### config.mk
export PLATFORM = sky130hd
export DESIGN_NAME = adc_channel_scanner
export DESIGN_NICKNAME = d
export VERILOG_FILES = /design/src/rtl/adc_channel_scanner.sv
export SDC_FILE = /design/constraint.sdc
export NUM_CORES = 1
export LEC_CHECK = 0
export CAP_MARGIN = 5
export CORE_MARGIN = 1
export CORE_UTILIZATION = 59
export CTS_CLUSTER_DIAMETER = 80
export DETAILED_ROUTE_END_ITERATION = 8
export PLACE_DENSITY = 0.84
export SLEW_MARGIN = 5
export SYNTH_ARGS = -nofsm -noshare
export SYNTH_HDL_FRONTEND = slang
export SYNTH_SLANG_ARGS = --single-unit
### constraint.sdc
create_clock -name clk -period 6 [get_ports clk]
set_clock_uncertainty 0.2 [all_clocks]
set_input_delay 0.9 -clock clk [delete_from_list [all_inputs] [get_ports clk]]
set_output_delay 0.9 -clock clk [all_outputs]
set_load 0.05 [all_outputs]
### src/rtl/adc_channel_scanner.sv
// adc_channel_scanner: round-robin ADC channel scanner with dummy-sample discard, 2^AVG_LOG2 averaging, result bank and frame pulse; define ADC_THRESH_EN for line_bits threshold logic
module adc_channel_scanner #(
  parameter int NUM_CH = 8,
  parameter int AVG_LOG2 = 2,
  parameter int TIMEOUT = 255
`ifdef ADC_THRESH_EN
  , parameter logic [11:0] THRESH_LVL = 12'd2048
`endif
) (
  input  logic        clk,
  input  logic        rst,
  input  logic        enable,
  output logic        spi_req,
  output logic [2:0]  spi_ch,
  input  logic        spi_done,
  input  logic [11:0] spi_data,
  input  logic [2:0]  rd_ch,
  output logic [11:0] rd_data,
  output logic        frame_done,
  output logic        timeout_err,
  output logic [7:0]  line_bits
);
  localparam int AW = 12 + AVG_LOG2;
  localparam int KW = AVG_LOG2 + 1;
  localparam int TW = $clog2(TIMEOUT + 1);
  typedef enum logic [2:0] {IDLE, REQ, WAIT, ACC, STORE, NEXT} state_t;
  state_t state, nxt;
  logic [2:0] chan;
  logic [AW-1:0] acc;
  logic [KW-1:0] kept;
  logic [TW-1:0] wcnt;
  logic [11:0] sample, avg, wr_val;
  logic [11:0] bank [8];
  logic first, last, tmo, wr_en;
  assign last = chan == 3'(NUM_CH - 1);
  assign tmo = state == WAIT && !spi_done && wcnt == TW'(TIMEOUT - 1);
  assign avg = 12'(acc >> AVG_LOG2);
  assign wr_en = state == STORE || tmo;
  assign wr_val = tmo ? 12'hFFF : avg;
  assign spi_req = state == REQ;
  assign spi_ch = chan;
  assign frame_done = state == NEXT && last;
  always_ff @(posedge clk or posedge rst)
    if (rst) state <= IDLE;
    else state <= nxt;
  always_comb begin
    nxt = state;
    case (state)
      IDLE: nxt = enable ? REQ : IDLE;
      REQ: nxt = WAIT;
      WAIT: nxt = spi_done ? ACC : tmo ? NEXT : WAIT;
      ACC: nxt = (!first && kept == KW'(2 ** AVG_LOG2 - 1)) ? STORE : REQ;
      STORE: nxt = NEXT;
      NEXT: nxt = (last && !enable) ? IDLE : REQ;
      default: nxt = IDLE;
    endcase
  end
  always_ff @(posedge clk or posedge rst)
    if (rst) begin
      chan <= '0;
      acc <= '0;
      kept <= '0;
      first <= 1'b1;
      wcnt <= '0;
      sample <= '0;
      timeout_err <= 1'b0;
    end else begin
      if (state == REQ) wcnt <= '0;
      else if (state == WAIT) wcnt <= wcnt + 1'b1;
      if (state == WAIT && spi_done) sample <= spi_data;
      if (state == ACC && first) first <= 1'b0;
      if (state == ACC && !first) begin
        acc <= acc + AW'(sample);
        kept <= kept + 1'b1;
      end
      if (wr_en) begin
        acc <= '0;
        kept <= '0;
      end
      if (tmo) timeout_err <= 1'b1;
      if (state == NEXT) begin
        chan <= last ? 3'd0 : chan + 3'd1;
        first <= 1'b1;
      end
    end
  always_ff @(posedge clk or posedge rst)
    if (rst) begin
      for (int i = 0; i < 8; i++) bank[i] <= '0;
      rd_data <= '0;
    end else begin
      rd_data <= bank[rd_ch];
      if (wr_en) bank[chan] <= wr_val;
    end
`ifdef ADC_THRESH_EN
  always_ff @(posedge clk or posedge rst)
    if (rst) line_bits <= '0;
    else if (wr_en) line_bits[chan] <= wr_val >= THRESH_LVL;
`else
  assign line_bits = 8'h00;
`endif
endmodule

Word-level counts from Yosys, hierarchy flattened
Index checks and enable logic that the tools add are counted.

Mux-type cells: 22. Bitwise gates (word level): 2. Add/sub/neg operators: 4. Eq/ne operators: 8. Reduce and logical (&&, ||, !) cells: 17. Magnitude comparators: 3.

Operators with widths (count): 96-bit bitwise mux (1); 12-bit two-way mux (4); 12-bit binary-select mux with 3-bit select (1); 12-bit demux with 3-bit select (1); 14-bit two-way mux (2); 3-bit two-way mux (6); 3-bit one-hot mux with 6 select lines (1); 8-bit two-way mux (2); 14-bit by 12-bit adder with 14-bit output (1); 3-bit by 2-bit equality test with 1-bit output (second input constant) (3); 3-bit equality test (second input constant) (3); 1-bit logical AND (9); 8-bit by 1-bit adder with 8-bit output (second input constant) (1); 8-bit equality test (second input constant) (1); 4-bit >= comparator (second input constant) (2); 3-bit NOT with 4-bit output (2); 3-bit by 1-bit adder with 3-bit output (second input constant) (2); 2-bit nonzero test (3); 4-bit by 1-bit less-than comparator with 1-bit output (second input constant) (1); 1-bit two-way mux (4); 3-bit by 1-bit equality test with 1-bit output (second input constant) (1); 1-bit zero test (3); 3-bit zero test (1); 1-bit logical OR (1).

Word-level logic and storage cells: 73. Flip-flop bits (word level): 153.

Depth between registers and ports, before layout
Depth after elaboration: 6. Depth in mapped cells: 10. Mapped depth without buffers: 9.

Worst setup path after synthesis
No wires, ideal clock.

Path type: register -> output. Start: register chan[1], in the netlist spi_ch[1]. End: output port frame_done. Data required time: 4.900 ns. Arrival time: 1.728 ns. Slack: 3.172 ns. Path buffers: 0. Cell stages (with the launch flop): 5. Cells stage by stage: dfrtp_1 > ha_1 > ha_1 > inv_1 > nor2_1.

Word-level cells in the longest chain between the ends: 2.

RTL lines: start, declared (RTL line 28) `logic [2:0] chan;`; start signal, assigned (RTL line 82) `chan <= last ? 3'd0 : chan + 3'd1;`; 3-bit equality test (RTL line 35) `assign last = chan == 3'(NUM_CH - 1);`; 1-bit logical AND (RTL line 42) `assign frame_done = state == NEXT && last;`; end, declared (RTL line 19) `output logic frame_done,`.

Every way passes these cells.

Final worst setup path
Start: register state[0]. End: output port spi_req.

Word-level cells in the longest chain between the ends: 1.

RTL lines: start, declared (RTL line 27) `state_t state, nxt;`; start signal, assigned (RTL line 45) `else state <= nxt;`; 3-bit by 1-bit equality test with 1-bit output (RTL line 40) `assign spi_req = state == REQ;`; end, declared (RTL line 13) `output logic spi_req,`.

Every way passes these cells.

==> key figures <==
Route
  • Routed length per instance: 17.4 um
  • DRT iter0 DRCs: 505
  • Post-route DRC: 4
  • DRT Pass-1 Iters: 9
  • Post-detailed-routing wire length: around 14000 um
  • Per-cell via count in the routed design: 5.99
  • Number of nets with antenna violations after routing: 0
  • DR vias: about 5000

STA
  • Max-slew violation total from the final report: 0
  • Worst hold slack: 0.275 ns
  • Fin Setup TNS: 0 ns
  • Worst-Margin Slew: 1.31 ns
  • Worst slew margin: 12.0%
  • RSZ-0062 raised after global routing: false
  • Fin crit period: 3.73 ns
  • Final setup vio count: 0
  • Maximum operating frequency: roughly 270 MHz
  • Number of failing hold endpoints at the final stage: 0
  • Final critical-path share of the clock period: 62.1%

Clocking
  • TritonCTS Buffers: 17
  • Clock sink count: 153
  • Clock H-tree levels: 4
  • Clock transition at the registers of the reported paths: 0.06 ns
  • Post-cts gate resize count: 0
  • Clock root buffer: sky130_fd_sc_hd__clkbuf_16
  • Maximum clock insertion buffer count: 2
  • TritonCTS clock tree: yes
  • Hold_buf cts: 0
  • Later-pin clock latency in the skew report: ~0.43 ns
  • Setup fix buffers added after clock tree synthesis: 0

Critical path
  • Data required time at the worst endpoint: 4.90 ns
  • CP cell instances: nor2b_1, nor2b_1, clkdlybuf4s50_1
  • Nature of the critical path endpoint: output port
  • Peak per-stage delay on the critical path: between 0.9 and 1 ns
  • Endpoint arrival time on the critical path: 2.63 ns
  • Buffers & Inverters on Critical Path: 1
  • Cell class contributing the biggest share of worst-path delay: buffers and inverters
  • Critical Path Slowest Stage Cell: sky130_fd_sc_hd__clkdlybuf4s50_1
  • CP Max Fanout: 12
  • Kind of start point of the critical path: flop
  • Category of the most critical setup path: reg2out
  • Top cell by count, worst path: sky130_fd_sc_hd__nor2b_1

Logic synthesis
  • Post-synth ARST share: 100%
  • Post-synth top area share: a little over half
  • Post-synthesis register bit count: 153
  • Most common flop cell mapped by yosys: sky130_fd_sc_hd__dfrtp_1
  • Syn Inst Count: 646
  • Unique masters post-synth: 52
  • Number of warnings printed during yosys synthesis: 0
  • Cell Area, Synth: 7070 um^2
  • Number of enable-type register cells in the synthesized netlist: 0
  • Post-synthesis sequential area ratio: 54.1%
  • Cell types with the largest area share after synthesis: sky130_fd_sc_hd__dfrtp_1, sky130_fd_sc_hd__mux4_2, sky130_fd_sc_hd__o21ai_0, sky130_fd_sc_hd__a21oi_1, sky130_fd_sc_hd__nand2_1
  • Mean instance size in the synthesized netlist: 11.0 um^2
  • Area leader, netlist: sky130_fd_sc_hd__dfrtp_1

Pwr
  • Peak supply drop: 0.000315 V
  • Power per cell area: 449 nW/um^2
  • Leak Pwr: 3.68 nW

Global route
  • Number of global-route vias before repair: about 5200
  • Global routing met1 resource utilization: 32.3%
  • Fraction of met2 tracks used by global routing: 43.1%
  • Grt total ovfl: 0
  • Maximum number of pins on one net before global-route repair: 113
  • Initial antenna violation count: 0
  • Global-route layer with the greatest usage: met2
  • Met3 track demand over resource: 6.21%
  • Total routing resource utilization after global routing: between 20% and 30%
  • Global-route wire length before repair: 24800 um

Floorplanning
  • Num ports: 45
  • Core area: between 10000 and 15000 um^2
  • Effective utilization at floorplan: 61.2%
  • Core Rows: 39
  • Full die area: 12400 um^2
  • Die outline height: 112 um
  • Die X: 112 um

Placed design
  • RD Place Congestion: 0.922
  • PortBufs: 36
  • Placed wire-length estimate: around 9400 um

Min path
  • Hold/Removal Path Class: reg2reg

Cells and area
  • Fraction of layout instances using a drive strength above 1: 13.8%
  • Most frequent cells in the layout: sky130_fd_sc_hd__dfrtp_1, sky130_fd_sc_hd__nand2_1, sky130_fd_sc_hd__nor2_1
  • Number of nets in the layout: 708
  • # diodes: 0
  • Most common cell after layout, fill and taps aside: sky130_fd_sc_hd__dfrtp_1
  • Layout overhead on the synthesized area: 14.4%

Run status
  • Result of the run: finished, violations left
  • Failing checks: DRC

Run
  • Reported max-cap violation count: 0
[worst paths after layout]
path                                from   endpoint  slack [ns]  cells after the start
worst min-delay path            bank[52]   bank[52]        0.28                      2
worst min register to register  bank[52]   bank[52]        0.28                      2
worst max-delay path            state[0]    spi_req        2.27                      3
worst max register to register  state[0]   bank[64]        2.52                      6
min in group asynchronous            rst  spi_ch[1]        0.84                      2
max in group asynchronous            rst      first        3.69                      3
[cells in the mapped netlist (2+ instances only)]
cell / instances
sky130_fd_sc_hd__dfrtp_1: 152
sky130_fd_sc_hd__nand2_1: 85
sky130_fd_sc_hd__nor2_1: 76
sky130_fd_sc_hd__o21ai_0: 75
sky130_fd_sc_hd__a21oi_1: 65
sky130_fd_sc_hd__mux2_2: 24
sky130_fd_sc_hd__mux4_2: 24
sky130_fd_sc_hd__ha_1: 18
sky130_fd_sc_hd__buf_2: 15
sky130_fd_sc_hd__clkbuf_1: 14
sky130_fd_sc_hd__buf_4: 10
sky130_fd_sc_hd__xor2_1: 9
sky130_fd_sc_hd__inv_1: 8
sky130_fd_sc_hd__nor2b_1: 7
sky130_fd_sc_hd__xnor2_1: 5
sky130_fd_sc_hd__nand3_1: 4
sky130_fd_sc_hd__nand4_1: 4
sky130_fd_sc_hd__a21o_1: 3
sky130_fd_sc_hd__buf_1: 3
sky130_fd_sc_hd__nand2b_1: 3
sky130_fd_sc_hd__nand4b_1: 3
sky130_fd_sc_hd__or3_1: 3
sky130_fd_sc_hd__nand4b_2: 2
sky130_fd_sc_hd__nor3_1: 2
sky130_fd_sc_hd__nor3_4: 2
sky130_fd_sc_hd__nor4b_4: 2
sky130_fd_sc_hd__o211ai_1: 2
sky130_fd_sc_hd__o21bai_1: 2
[state kept, by name, summed over array words and instances (netlist names)]
name and flops:
sample 12, first 1, timeout_err 1, acc 14, state 3, wcnt 8
kept 3, spi_ch 3, bank 96, rd_data 12
[routing by layer]
| layer | up-vias | wire [um] |
|---|---|---|
| met5 | - | 0 |
| met4 | 0 | 301 |
| met3 | 31 | 818 |
| met2 | 170 | 7430 |
| met1 | 2441 | 5810 |
| li1 | 2292 | - |
[cells by family after synthesis]
family          Yosys count  synth area share [%]
compound gates          155                  11.6
xor+xnor                 14                  1.73
fa+ha+maj                19                  3.47
buf+inv                  50                  3.45
flops                   153                  54.1
mux                      48                  11.5
other cells               1                0.0530
simple gates            206                  14.1
[final cells by class]
| cell class | count | area [um^2] |
|---|---|---|
| clock inverters | 6 | 111 |
| repair buffers | 40 | 398 |
| flip-flops and latches | 153 | 3830 |
| fillers | 790 | 3470 |
| inverters | 8 | 35.0 |
| clock buffers | 24 | 512 |
| multi-input cells | 450 | 3030 |
| well taps | 143 | 179 |
[tightest hold or removal path, delay by kind of cell, from the launching register on]
kind               cells  cell delay (ns)
DFF                    1             0.34
AOI/OAI and AO/OA      1             0.06
and+or+nand+nor        1             0.04
[report_power, final]
group	switching [mW]	total, mW	internal, mW	leakage, nW
combinational	0.667	1.12	0.453	1.32
clock	0.397	1.11	0.716	0.304
sequential	0.174	1.40	1.23	2.06
[metrics by stage]
step	util, %	cells	setup slack [ns]	instance area (um^2)	power (mW)
global route	70.0	824	2.05	8090	3.85
CTS	69.8	823	2.25	8080	3.64
detailed placement	64.4	793	1.96	7450	2.52
finish	70.0	824	2.27	8090	3.63
floorplan	-	653	0.780	7100	2.25
global placement	64.4	793	2.04	7450	2.45
No activity file was read; power rests on OpenSTA's default activity.
